File: src/rtl/cpu_types_pkg.sv
// Shared CPU types: fetch sequencer state and the default reset PC.
package cpu_types_pkg;

  typedef enum logic [1:0] {
    RUN    = 2'd0,
    HELD   = 2'd1,
    HALTED = 2'd2
  } pc_state_t;

  localparam logic [31:0] PC_RESET_DEFAULT = 32'h0000_0000;

endpackage

File: src/rtl/pc_ras.sv
// Return-address stack: circular buffer with a top pointer and a saturating
// count. When full, a push overwrites the oldest entry. Push and pop in the
// same cycle replace the top entry in place.
module pc_ras #(
  parameter int WIDTH     = 32,
  parameter int RAS_DEPTH = 4
) (
  input  logic             CLK,
  input  logic             nRST,
  input  logic             push,
  input  logic             pop,
  input  logic [WIDTH-1:0] push_data,
  output logic [WIDTH-1:0] top,
  output logic             empty,
  output logic             full
);

  localparam int PW = $clog2(RAS_DEPTH);
  localparam int CW = PW + 1;

  logic [WIDTH-1:0] mem [RAS_DEPTH];
  logic [PW-1:0]    ptr;
  logic [CW-1:0]    count;
  logic             do_pop;
  logic             replace;

  assign empty   = (count == '0);
  assign full    = (count == CW'(RAS_DEPTH));
  assign top     = mem[ptr];
  // A pop of an empty stack is ignored; a push then behaves as a plain push.
  assign do_pop  = pop && !empty;
  assign replace = push && do_pop;

  // Top pointer and occupancy count.
  always_ff @(posedge CLK or negedge nRST) begin
    if (!nRST) begin
      ptr   <= '0;
      count <= '0;
    end else if (replace) begin
      ptr   <= ptr;
    end else if (push) begin
      ptr <= ptr + PW'(1);
      if (!full) count <= count + CW'(1);
    end else if (do_pop) begin
      ptr   <= ptr - PW'(1);
      count <= count - CW'(1);
    end
  end

  // Entry storage; wrapping ptr+1 lands on the oldest entry when full.
  // NOTE: the storage array has no reset; empty/full come from the count,
  // so stale contents are never observed and the array stays plain RAM.
  always_ff @(posedge CLK) begin
    if (replace)   mem[ptr]          <= push_data;
    else if (push) mem[ptr + PW'(1)] <= push_data;
  end

endmodule

File: src/rtl/pc_seq.sv
// Fetch-stage program-counter sequencer. Next PC priority: halt, redirect,
// RAS prediction, sequential. Redirects seen while stalled are captured and
// applied on the release cycle.
module pc_seq
  import cpu_types_pkg::*;
#(
  parameter int               WIDTH       = 32,
  parameter logic [WIDTH-1:0] RESET_PC    = WIDTH'(PC_RESET_DEFAULT),
  parameter int               INSTR_BYTES = 4,
  parameter int               RAS_DEPTH   = 4
) (
  input  logic             CLK,
  input  logic             nRST,
  input  logic             pc_en,
  input  logic             redirect_valid,
  input  logic [WIDTH-1:0] redirect_pc,
  input  logic             call,
  input  logic             ret,
  input  logic             halt,
  output logic [WIDTH-1:0] PC,
  output logic [WIDTH-1:0] npc,
  output logic             pending,
  output logic             halted,
  output logic             ras_empty,
  output logic             ras_full
);

  // Clears the sub-instruction offset bits of any loaded target.
  localparam logic [WIDTH-1:0] ALIGN_MASK = ~(WIDTH'(INSTR_BYTES) - WIDTH'(1));

  pc_state_t        state, state_d;
  logic [WIDTH-1:0] pc_q, pc_d;
  logic [WIDTH-1:0] pend_pc, pend_pc_d;
  logic             pend_valid, pend_valid_d;
  logic             ras_push, ras_pop;
  logic [WIDTH-1:0] ras_top;
  logic [WIDTH-1:0] redirect_aligned;

  assign PC               = pc_q;
  assign npc              = pc_q + WIDTH'(INSTR_BYTES);
  assign pending          = pend_valid;
  assign halted           = (state == HALTED);
  assign redirect_aligned = redirect_pc & ALIGN_MASK;

  pc_ras #(
    .WIDTH    (WIDTH),
    .RAS_DEPTH(RAS_DEPTH)
  ) u_ras (
    .CLK      (CLK),
    .nRST     (nRST),
    .push     (ras_push),
    .pop      (ras_pop),
    .push_data(npc),
    .top      (ras_top),
    .empty    (ras_empty),
    .full     (ras_full)
  );

  // Next-state, next-PC priority mux and RAS control.
  always_comb begin
    // NOTE: every output of this block gets a default first, so no path
    // through the case statement can leave one unassigned and infer a latch.
    state_d      = state;
    pc_d         = pc_q;
    pend_pc_d    = pend_pc;
    pend_valid_d = pend_valid;
    ras_push     = 1'b0;
    ras_pop      = 1'b0;

    unique case (state)
      RUN: begin
        if (halt) begin
          state_d = HALTED;
        end else if (pc_en) begin
          if (redirect_valid) begin
            pc_d = redirect_aligned;
          end else begin
            if (ret && !ras_empty) begin
              pc_d    = ras_top;
              ras_pop = 1'b1;
            end else begin
              pc_d = npc;
            end
            ras_push = call;
          end
        end else if (redirect_valid) begin
          pend_pc_d    = redirect_aligned;
          pend_valid_d = 1'b1;
          state_d      = HELD;
        end
      end
      HELD: begin
        if (halt) begin
          state_d = HALTED;
        end else if (pc_en) begin
          pc_d         = redirect_valid ? redirect_aligned : pend_pc;
          pend_valid_d = 1'b0;
          state_d      = RUN;
        end else if (redirect_valid) begin
          pend_pc_d = redirect_aligned;
        end
      end
      default: begin
        // HALTED: everything frozen until reset.
        state_d = HALTED;
      end
    endcase
  end

  // Sequencer state registers.
  always_ff @(posedge CLK or negedge nRST) begin
    // NOTE: non-blocking assignments here so every register samples the
    // pre-edge values regardless of statement order.
    if (!nRST) begin
      state      <= RUN;
      pc_q       <= RESET_PC;
      pend_pc    <= '0;
      pend_valid <= 1'b0;
    end else begin
      state      <= state_d;
      pc_q       <= pc_d;
      pend_pc    <= pend_pc_d;
      pend_valid <= pend_valid_d;
    end
  end

endmodule

File: config.mk
export PLATFORM = sky130hd
export DESIGN_NAME = pc_seq
export DESIGN_NICKNAME = d
export VERILOG_FILES = /design/src/rtl/cpu_types_pkg.sv /design/src/rtl/pc_ras.sv /design/src/rtl/pc_seq.sv
export SDC_FILE = /design/constraint.sdc
export NUM_CORES = 1
export LEC_CHECK = 0
export ABC_AREA = 1
export CAP_MARGIN = 10
export CORE_MARGIN = 3
export CORE_UTILIZATION = 57
export DETAILED_ROUTE_END_ITERATION = 7
export PLACE_DENSITY = 0.79
export SLEW_MARGIN = 20
export SYNTH_ARGS = -nofsm -noshare
export SYNTH_HDL_FRONTEND = slang
export SYNTH_SLANG_ARGS = --single-unit
File: constraint.sdc
create_clock -name CLK -period 4.7 [get_ports CLK]
set_input_delay 0.94 -clock CLK [delete_from_list [all_inputs] [get_ports CLK]]
set_output_delay 0.94 -clock CLK [all_outputs]
set_load 0.05 [all_outputs]
# After elaboration in Yosys (flattened, before gate mapping)
# Memories as Yosys holds them, arrays and structs flattened.
# Cells that the tools add are included.
[op_classes] reduce_logical=16 n_eq_ne=13 bitwise_logic=3 addsub=5 muxes=42
[ops] cell="$mux 32" count=8
[ops] cell="$pmux 32 s2" count=1
[ops] cell="$add 32x3->32 const B" count=1
[ops] cell="$reduce_or 32->1" count=1
[ops] cell="$mux 1" count=20
[ops] cell="$mux 2" count=8
[ops] cell="$ne 2x2->1 const B" count=7
[ops] cell="$mux 3" count=3
[ops] cell="$ne 3x3->1 const B" count=3
[ops] cell="$reduce_and 3->1" count=3
[ops] cell="$reduce_and 6->1" count=1
[ops] cell="$reduce_and 5->1" count=1
[ops] cell="$pmux 2 s2" count=1
[ops] cell="$reduce_bool 2->1" count=2
[ops] cell="$add 3x1->3 const B" count=1
[ops] cell="$eq 3x3->1 const B" count=1
[ops] cell="$logic_and 1x1->1" count=3
[ops] cell="$logic_not 3->1" count=1
[ops] cell="$not 1->1" count=3
[ops] cell="$sub 3x1->3 const B" count=1
[ops] cell="$add 2x1->2 const B" count=1
[ops] cell="$eq 2x1->1 const B" count=1
[ops] cell="$eq 2x2->1 const B" count=1
[ops] cell="$logic_not 2->1" count=1
[ops] cell="other kinds (5)" count=5
[totals] output_inout_bits=68 mem_count=1 elab_cells=86 reg_bits=72 mem_bits_rw=128 input_bits=39
[memory_table] name="u_ras.mem" depth=4 width=32 rd=1 rd_clocked_by_memory_dff=0 wr=1 line_no="pc_ras.sv:21" rtl="logic [WIDTH-1:0] mem [RAS_DEPTH];"

# Logic depth before layout (Yosys ltp)
# Gate-level depths: netlist of run 1.
[depth] depth_word=14 depth_mapped=11 ltp_nobuf=10

# By module
# From an unflattened synthesis of run 1, not the netlist that was laid out.
[unflattened] hier_cells=1053 hier_area_um2=9683.0
[modules_own_cells] module="pc_ras" n_inst=1 area_per_inst_um2=5137.4 seq_area_each_um2=3968.8 cells_each=371
[modules_own_cells] module="pc_seq" n_inst=1 area_per_inst_um2=4545.6 seq_area_each_um2=1676.6 cells_each=682

# Least setup slack after synthesis of run 1
# Ideal clock, no wire load.
[synth_path] path_type="input to register" from="input redirect_valid" to="memory u_ras.mem[3][0] (enable)" arrival_ps=3572 n_path_buf=2 path_stages=11 slack_ps=707 setup_time_ps=422 t_required_ps=4278 cell_sequence="buf_2 > inv_1 > buf_6 > nand3_2 > nor2_1 > inv_1 > ha_1 > or2_2 > nand2_1 > inv_1 > nor2_1"
[synth_between] elab_chain_cells=10 word_cells_on_any_way=18 classes_between="mux (15); reduce/logical (3)"
[synth_lines] item="from (decl)" line_no="pc_seq.sv:15" rtl="input logic redirect_valid,"
[synth_lines] item="$mux 1" line_no="pc_seq.sv:75" rtl="if (redirect_valid) begin"
[synth_lines] item="$mux 1" line_no="pc_seq.sv:74" rtl="end else if (pc_en) begin"
[synth_lines] item="$mux 1" line_no="pc_seq.sv:72" rtl="if (halt) begin"
[synth_lines] item="$mux 1" line_no="pc_seq.sv:70" rtl="unique case (state)"
[synth_lines] item="$logic_and 1x1->1" line_no="pc_ras.sv:31" rtl="assign do_pop = pop && !empty;"
[synth_lines] item="$logic_and 1x1->1" line_no="pc_ras.sv:32" rtl="assign replace = push && do_pop;"
[synth_lines] item="$mux 1" line_no="pc_ras.sv:54" rtl="if (replace) mem[ptr] <= push_data;"
[synth_lines] item="$mux 1 (implied by the code)" line_no="pc_ras.sv:55" rtl="else if (push) mem[ptr + PW'(1)] <= push_data;"
[synth_lines] item="$reduce_or 32->1 (no line)"
[synth_lines] item="$mux 2 (no line) or $mux 1 (tied branches)"
[synth_lines] item="to (decl)" line_no="pc_ras.sv:21"
# Several ways; a longest one is shown, not always the timed one.

# Final worst setup path of run 1
[layout_path] from="register pc_q[3] (netlist: PC[3])" to="output npc[8]"
[layout_between] elab_chain_cells=1
[layout_lines] item="from (decl)" line_no="pc_seq.sv:32" rtl="logic [WIDTH-1:0] pc_q, pc_d;"
[layout_lines] item="from (signal assigned)" line_no="pc_seq.sv:121" rtl="pc_q <= pc_d;"
[layout_lines] item="$add 32x3->32" line_no="pc_seq.sv:40" rtl="assign npc = pc_q + WIDTH'(INSTR_BYTES);"
[layout_lines] item="to (decl)" line_no="pc_seq.sv:21" rtl="output logic [WIDTH-1:0] npc,"
# Every way passes these cells.

==> results of run 1 <==
how the worst min path moves through the flow:
stage                                start                endpoint  slack [ns]  cells after the start
floorplan           pend_pc[0]$_DFFE_PN0P_  pend_pc[0]$_DFFE_PN0P_        0.47                      2
global placement    pend_pc[0]$_DFFE_PN0P_  pend_pc[0]$_DFFE_PN0P_        0.48                      2
detailed placement  pend_pc[0]$_DFFE_PN0P_  pend_pc[0]$_DFFE_PN0P_        0.49                      2
CTS                                   nRST     pending$_DFFE_PN0P_        0.48                      1
global route                          nRST     pending$_DFFE_PN0P_        0.52                      1
finish                                nRST     pending$_DFFE_PN0P_        0.48                      1
placed cells by master (no fill, tap or decap), types with 3 or more instances in the layout:
cell type and instances:
sky130_fd_sc_hd__a21oi_1 50, sky130_fd_sc_hd__a21oi_2 3, sky130_fd_sc_hd__a221oi_1 12, sky130_fd_sc_hd__buf_4 15, sky130_fd_sc_hd__clkbuf_1 3, sky130_fd_sc_hd__clkbuf_16 19, sky130_fd_sc_hd__clkdlybuf4s50_1 103, sky130_fd_sc_hd__dfrtp_1 71
sky130_fd_sc_hd__edfxtp_1 128, sky130_fd_sc_hd__ha_1 4, sky130_fd_sc_hd__inv_1 68, sky130_fd_sc_hd__mux2_2 12, sky130_fd_sc_hd__nand2_1 194, sky130_fd_sc_hd__nand2_2 3, sky130_fd_sc_hd__nand3_1 52, sky130_fd_sc_hd__nand3_2 3
sky130_fd_sc_hd__nor2_1 150, sky130_fd_sc_hd__nor2_2 15, sky130_fd_sc_hd__nor2_4 7, sky130_fd_sc_hd__o211ai_1 25, sky130_fd_sc_hd__o21ai_0 111, sky130_fd_sc_hd__o22ai_1 6, sky130_fd_sc_hd__xnor2_1 3, sky130_fd_sc_hd__xor2_1 10
power by group:
group | switching (mW) | total (mW) | internal, mW
combinational | 0.544 | 0.785 | 0.241
sequential | 0.0809 | 2.04 | 1.96
clock | 0.631 | 1.40 | 0.773
total | 1.26 | 4.23 | 2.97
through the flow:
stage / std cells / hold slack (ns) / cell area [um^2]
floorplan: 989 / 0.473 / 9470
CTS: 1310 / 0.482 / 11300
global route: 1310 / 0.517 / 11300
global placement: 1278 / 0.482 / 10700
finish: 1310 / 0.481 / 11300
detailed placement: 1278 / 0.486 / 10700
worst max-delay path, cell delays in order, from the launching register on:
cell                              delay [ns]
sky130_fd_sc_hd__dfrtp_1                0.43
sky130_fd_sc_hd__ha_1                   0.23
sky130_fd_sc_hd__nand2_1                0.08
sky130_fd_sc_hd__nor2_2                 0.21
sky130_fd_sc_hd__nand2_2                0.11
sky130_fd_sc_hd__xnor2_1                0.47
sky130_fd_sc_hd__clkdlybuf4s50_1        0.91
registers in the layout, indices dropped and copies added (netlist names):
register,cells
u_ras.count,3
u_ras.ptr,2
PC,32
state,2
u_ras.mem,128
pending,1
pend_pc,32
routing by layer:
metal | vias to the layer above | track usage [%] | wire (um)
li1 | 3541 | - | -
met1 | 3491 | 38.8 | 10100
met2 | 382 | 42.1 | 11200
met3 | 39 | 5.37 | 1990
met4 | 0 | 9.16 | 524
met5 | - | 0 | 0
cell type report:
| type | instances | area (um^2) | area share, % |
|---|---|---|---|
| Sequential cell | 200 | 5650 | 50.1 |
| Multi-Input combinational cell | 672 | 3340 | 29.6 |
| Timing Repair Buffer | 121 | 1190 | 10.5 |
| Clock buffer | 24 | 514 | 4.56 |
| Tap cell | 216 | 270 | 2.40 |
| Inverter | 69 | 260 | 2.31 |
| Clock inverter | 8 | 58.8 | 0.521 |
logic make-up after synthesis:
| family | after synthesis |
|---|---|
| AND/OR/NAND/NOR | 430 |
| AO/OA/AOI/OAI | 211 |
| flip-flops | 200 |
| buffers and inverters | 117 |
| XOR/XNOR | 14 |
| multiplexers | 12 |
| adder cells (fa/ha/maj) | 5 |
==> implementation parameters, run 1 <==
Parameter                              Value

Global routing
  Grt total ovfl ... 0
  Largest net degree at the start of global routing ... 65
  Vias in the first global route ... 7099
  Wire length of the first global-routing pass ... 37900 um
  Number of antenna violations at the first check in global routing ... 0
  Global-route total usage across every layer ... 27.1%

STA
  Final critical-path share of the clock period ... 81.4%
  Transition time of the tightest slew-check pin ... 0.894 ns
  Max-slew violation count ... 0
  Worst-case clock skew ... 0.00799 ns
  Setup repair after global routing missed its margin ... false
  Fmax achieved ... 261 MHz
  Number of hold-slack violations in the final timing report ... 0
  Worst max-slew margin expressed relative to the limit ... 40.4%
  Setup total negative slack ... 0 ns
  Post-layout min period ... 3.82 ns
  Final Setup Violations ... 0
  Setup ws final ... 0.875 ns

Run
  Max cap viols ... 0

Synthesis
  Number of synthesized register bits ... 200
  Post-synthesis instance area ... 9470 um^2
  Post-synthesis net count ... 1033
  Count of mapped cells out of synthesis ... 989
  Number of warnings issued by yosys ... 0
  Compound-cell area share of the yosys netlist ... 12.5%
  Top cell type's share of synthesized area ... 40.6%
  Most frequently used flop master after synthesis ... sky130_fd_sc_hd__edfxtp_1
  Asr flop ratio synth ... 36.0%
  Dominant cell type by area after synthesis ... sky130_fd_sc_hd__edfxtp_1
  Top cells by area in the synthesized netlist ... sky130_fd_sc_hd__edfxtp_1, sky130_fd_sc_hd__dfrtp_1, sky130_fd_sc_hd__nand2_1
  Adder-cell area share of the yosys netlist ... 0.740%
  Number of enable-type register cells in the synthesized netlist ... 128
  Post-Synth XOR/XNOR Area ... 1.37%
  Simple-gate share of the synthesized area ... 19.0%
  Dominant cell by count in the synthesized netlist ... sky130_fd_sc_hd__nand2_1
  Dominant combinational cell family by area after synthesis ... simple AND/OR/NAND/NOR gates
  Portion of netlist area occupied by mux cells ... 1.43%
  Register area share after synthesis ... 59.6%
  Top cells by instance count after synthesis ... sky130_fd_sc_hd__nand2_1, sky130_fd_sc_hd__nor2_1, sky130_fd_sc_hd__edfxtp_1, sky130_fd_sc_hd__o21ai_0, sky130_fd_sc_hd__dfrtp_1
  Synthesized area per cell ... 9.58 um^2
  Number of distinct standard cells referenced by the synthesized netlist ... 35

Finish
  Layout area overhead ... 19.1%
  Number of antenna repair diodes ... 0
  Final core occ ... 70.3%
  Post-layout net count ... 1125
  Share of cells above drive strength 1 ... 8.68%
  Final-layout fill cell count ... 1171

Critical path
  Minimum setup slack among reg-to-reg paths ... 1.83 ns
  Largest fanout of any net on the critical path ... 6
  Startpoint of the most critical register-to-register path ... u_ras.ptr[0]$_DFFE_PN0P_
  Capture point of the worst reg-to-reg path ... PC[12]$_DFFE_PN0P_
  Critical Path Sink Type ... output pin
  Worst setup path startpoint ... PC[3]$_DFFE_PN0P_
  Classification of the worst setup path ... flip-flop to output pin
  Depth of the worst register-to-register path ... 5
  Required arrival time at the worst endpoint ... 3.76 ns
  CP Launch Type ... flip-flop
  Crit path capture ... npc[8]
  Arrival time reported for the critical path endpoint ... 2.88 ns

Clock tree
  Clk root buf ... sky130_fd_sc_hd__clkbuf_16
  # clock sinks ... 200
  Number of buffers created by CTS ... 17
  Buffers inserted during post-CTS setup optimization ... 0
  Register clock-pin slew on the reported worst setup and hold paths ... 0.07 ns
  Clock tree from TritonCTS ... done
  Clock Latency Late Sink ... 0.44 ns
  Resize count post-CTS ... 0
  Number of hold buffers added after CTS ... 0
  Clk buf depth ... 2
  Maximum level of the CTS H-tree ... 4

Hold path
  Tightest Hold Check Type ... primary input to async pin

Die
  Total core area ... 16100 um^2
  Starting density of the core ... 59.0%
  Row cnt ... 46
  Vertical die dimension ... 135 um
  Width of the die ... 135 um
  Die area ... 18200 um^2
  Count of boundary I/O pins ... 107

Drt
  Remaining design rule violation count ... 0
  Drt wl/cell ... 18.2 um
  Drt first-iter violations ... 808
  1st-pass router iterations ... 5
  Wirelength, routed ... 23800 um
  Number of nets with antenna violations after detailed routing ... 0
  Total number of vias ... 7453
  Per-cell via count in the routed design ... 5.69

Place
  Count of port buffers added during placement ... 104
  Setup Slack @ Placement ... 1.02 ns
  RePlAce Congestion ... 0.956
  Half-perimeter wire length after placement ... 16100 um

Pwr
  Worst vdd ir ... 0.000273 V
  Cell Pwr Density ... 375 nW/um^2
  Post-route total power ... 4.23 mW
  Leakage power of the design ... 4.45 nW

Status
  Outcome ... completed
No activity file was read; power rests on OpenSTA's default activity.
==> inputs of run 2 (changes only) <==
==> constraint.sdc (replaced) <==
create_clock -name CLK -period 3.6 [get_ports CLK]
set_input_delay 0.72 -clock CLK [delete_from_list [all_inputs] [get_ports CLK]]
set_output_delay 0.72 -clock CLK [all_outputs]
set_load 0.05 [all_outputs]
==> implementation parameters, run 2 (synthesis results as in run 1) <==
Parameter                              Value

Die
  Total core area ... 16100 um^2 (unchanged)
  Starting density of the core ... 59.0% (unchanged)
  Row cnt ... 46 (unchanged)
  Count of boundary I/O pins ... 107 (unchanged)
  Die area ... 18200 um^2 (unchanged)
  Vertical die dimension ... 135 um (unchanged)
  Width of the die ... 135 um (unchanged)

Finish
  Register with the most flip-flops ... u_ras.mem (unchanged)
  Combined flip-flop and latch cell area ... 5650 um^2 (unchanged)
  Final-layout fill cell count ... 1147 (was 1171)
  Layout area overhead ... 20.0% (was 19.1%)
  Final core occ ... 70.8% (was 70.3%)
  Most common cell after layout, fill and taps aside ... sky130_fd_sc_hd__nand2_1 (unchanged)
  Combined area of the multi-input logic cells ... 3340 um^2 (unchanged)
  Number of antenna repair diodes ... 0 (unchanged)
  Share of cells above drive strength 1 ... 9.46% (was 8.68%)
  Flip-flop count of the largest register, all copies and words added ... 128 (unchanged)
  Highest-count cells in the layout ignoring fill and taps ... sky130_fd_sc_hd__nand2_1, sky130_fd_sc_hd__nor2_1, sky130_fd_sc_hd__edfxtp_1 (unchanged)
  Post-layout net count ... 1130 (was 1125)

Pwr
  Clock share of power ... 33.4% (was 33.2%)
  Cell Pwr Density ... 489 nW/um^2 (was 375 nW/um^2)
  Logic pwr share ... 18.6% (about the same)
  Leakage power of the design ... 4.71 nW (was 4.45 nW)
  Int Power ... 3.90 mW (was 2.97 mW)
  Worst vdd ir ... 0.000346 V (was 0.000273 V)
  Fraction of power spent switching nets ... 29.8% (was 29.7%)
  Net switching power of the design ... 1.66 mW (was 1.26 mW)
  Proportion of power drawn by flip-flops and latches ... 48.0% (was 48.2%)
  Post-route total power ... 5.56 mW (was 4.23 mW)

Clock tree
  # clock sinks ... 200 (unchanged)
  Clock Latency Late Sink ... 0.43 ns (was 0.44 ns)
  Number of buffers created by CTS ... 17 (unchanged)
  Clk root buf ... sky130_fd_sc_hd__clkbuf_16 (unchanged)
  Clk buf depth ... 2 (unchanged)
  Register clock-pin slew on the reported worst setup and hold paths ... 0.07 ns (about the same)
  Maximum level of the CTS H-tree ... 4 (unchanged)
  Buffers inserted during post-CTS setup optimization ... 0 (unchanged)
  Clock tree from TritonCTS ... done (unchanged)
  Number of hold buffers added after CTS ... 0 (unchanged)
  Resize count post-CTS ... 1 (was 0)

Drt
  Total number of vias ... 7540 (was 7453)
  Drt wl/cell ... 18.0 um (was 18.2 um)
  Remaining design rule violation count ... 0 (unchanged)
  Per-cell via count in the routed design ... 5.73 (was 5.69)
  Wirelength, routed ... 23700 um (was 23800 um)
  1st-pass router iterations ... 7 (was 5)
  Number of nets with antenna violations after detailed routing ... 0 (unchanged)
  Drt first-iter violations ... 1038 (was 808)

STA
  Setup total negative slack ... 0 ns (unchanged)
  Final Setup Violations ... 0 (unchanged)
  Setup repair after global routing missed its margin ... false (unchanged)
  Worst-case clock skew ... 0.00969 ns (was 0.00799 ns)
  Max-slew violation count ... 0 (unchanged)
  Final critical-path share of the clock period ... 94.6%
  Transition time of the tightest slew-check pin ... 1.03 ns (was 0.894 ns)
  Fmax achieved ... 294 MHz
  Worst max-slew margin expressed relative to the limit ... 30.9% (was 40.4%)
  Post-layout min period ... 3.40 ns
  Number of hold-slack violations in the final timing report ... 0 (unchanged)

Global routing
  Grt total ovfl ... 0 (unchanged)
  Vias in the first global route ... 6882 (was 7099)
  Global-route total usage across every layer ... 26.3% (was 27.1%)
  Wire length of the first global-routing pass ... 37000 um (was 37900 um)
  Number of antenna violations at the first check in global routing ... 0 (unchanged)
  Largest net degree at the start of global routing ... 65 (unchanged)

Critical path
  CP Launch Type ... flip-flop (unchanged)
  Arrival time reported for the critical path endpoint ... 2.68 ns (was 2.88 ns)
  Classification of the worst setup path ... flip-flop to output pin (unchanged)
  Largest fanout of any net on the critical path ... 8 (was 6)
  Critical Path Sink Type ... output pin (unchanged)
  Required arrival time at the worst endpoint ... 2.88 ns (was 3.76 ns)

Place
  Half-perimeter wire length after placement ... 16100 um (about the same)
  RePlAce Congestion ... 0.944 (was 0.956)
  Count of port buffers added during placement ... 104 (unchanged)

Hold path
  Tightest Hold Check Type ... primary input to async pin (unchanged)

Status
  Outcome ... completed (unchanged)

Run
  Max cap viols ... 0 (unchanged)
[run 2: cell count changes in the layout (fill, tap and decap cells not counted)]
| cell | previous run | this run |
|---|---|---|
| sky130_fd_sc_hd__inv_4 | 2 | 1 |
| sky130_fd_sc_hd__inv_2 | 0 | 1 |
| sky130_fd_sc_hd__clkinv_2 | 1 | 3 |
| sky130_fd_sc_hd__clkdlybuf4s50_1 | 103 | 83 |
| sky130_fd_sc_hd__clkbuf_8 | 2 | 3 |
| sky130_fd_sc_hd__clkbuf_2 | 0 | 2 |
| sky130_fd_sc_hd__inv_6 | 2 | 3 |
| sky130_fd_sc_hd__buf_4 | 15 | 20 |
| sky130_fd_sc_hd__dlymetal6s2s_1 | 0 | 19 |
| sky130_fd_sc_hd__dlygate4sd2_1 | 0 | 1 |
| sky130_fd_sc_hd__clkbuf_1 | 3 | 0 |
| sky130_fd_sc_hd__clkinv_4 | 2 | 0 |
| sky130_fd_sc_hd__clkinv_1 | 1 | 0 |
[run 2: final timing paths]
kind                       slack [ns]                         to  cells after the start                     start
setup reg to reg                 1.13  u_ras.mem[3][0]$_DFFE_PP_                      6  u_ras.ptr[1]$_DFFE_PN0P_
hold / removal                   0.37       state[1]$_DFFE_PN0P_                      1                      nRST
min in group CLK                 0.49     pend_pc[0]$_DFFE_PN0P_                      2    pend_pc[0]$_DFFE_PN0P_
max in group asynchronous        2.45         PC[23]$_DFFE_PN0P_                      2                      nRST
hold reg to reg                  0.49     pend_pc[0]$_DFFE_PN0P_                      2    pend_pc[0]$_DFFE_PN0P_
setup / recovery                 0.20                    npc[11]                      6         PC[2]$_DFFE_PN0P_
[run 2: critical path, stage by stage (launching register included)]
cell	delay, ns
sky130_fd_sc_hd__dfrtp_1	0.39
sky130_fd_sc_hd__inv_1	0.16
sky130_fd_sc_hd__nor2_2	0.25
sky130_fd_sc_hd__nand3_2	0.18
sky130_fd_sc_hd__or2_1	0.26
sky130_fd_sc_hd__nand2_1	0.16
sky130_fd_sc_hd__clkdlybuf4s50_1	0.84
[run 2: power groups by stage]
stage / Sequential, mW / Combinational, mW / Clock (mW)
floorplan: 2.83 / 0.512 / 0
global placement: 2.71 / 1.01 / 0
detailed placement: 2.71 / 1.03 / 0
CTS: 2.66 / 1.03 / 1.86
global route: 2.68 / 1.10 / 1.96
finish: 2.67 / 1.03 / 1.86
[run 2: metrics by stage]
| step | cells | hold WS [ns] | instance area, um^2 | worst slack (ns) |
|---|---|---|---|---|
| floorplan | 989 | 0.424 | 9480 | -0.173 |
| finish | 1315 | 0.368 | 11400 | 0.196 |
| CTS | 1315 | 0.383 | 11300 | 0.0283 |
| global placement | 1283 | 0.482 | 10700 | 0.370 |
| detailed placement | 1283 | 0.486 | 10700 | 0.337 |
| global route | 1315 | 0.409 | 11400 | 0.0284 |
[run 2: layer usage]
| metal | global-route usage (%) | vias to the layer above | share of wire [%] |
|---|---|---|---|
| met4 | 7.35 | 0 | 1.7 |
| li1 | - | 3553 | - |
| met2 | 39.4 | 404 | 46 |
| met3 | 5.03 | 46 | 9.1 |
| met1 | 39.7 | 3537 | 43 |
| met5 | 0 | - | 0 |
[run 2: area by class of cell]
cell class,count,area share (%)
flip-flops and latches,200,49.7
multi-input cells,672,29.4
repair buffers,126,11.2
clock buffers,24,4.63
well taps,216,2.38
inverters,69,2.28
clock inverters,8,0.484
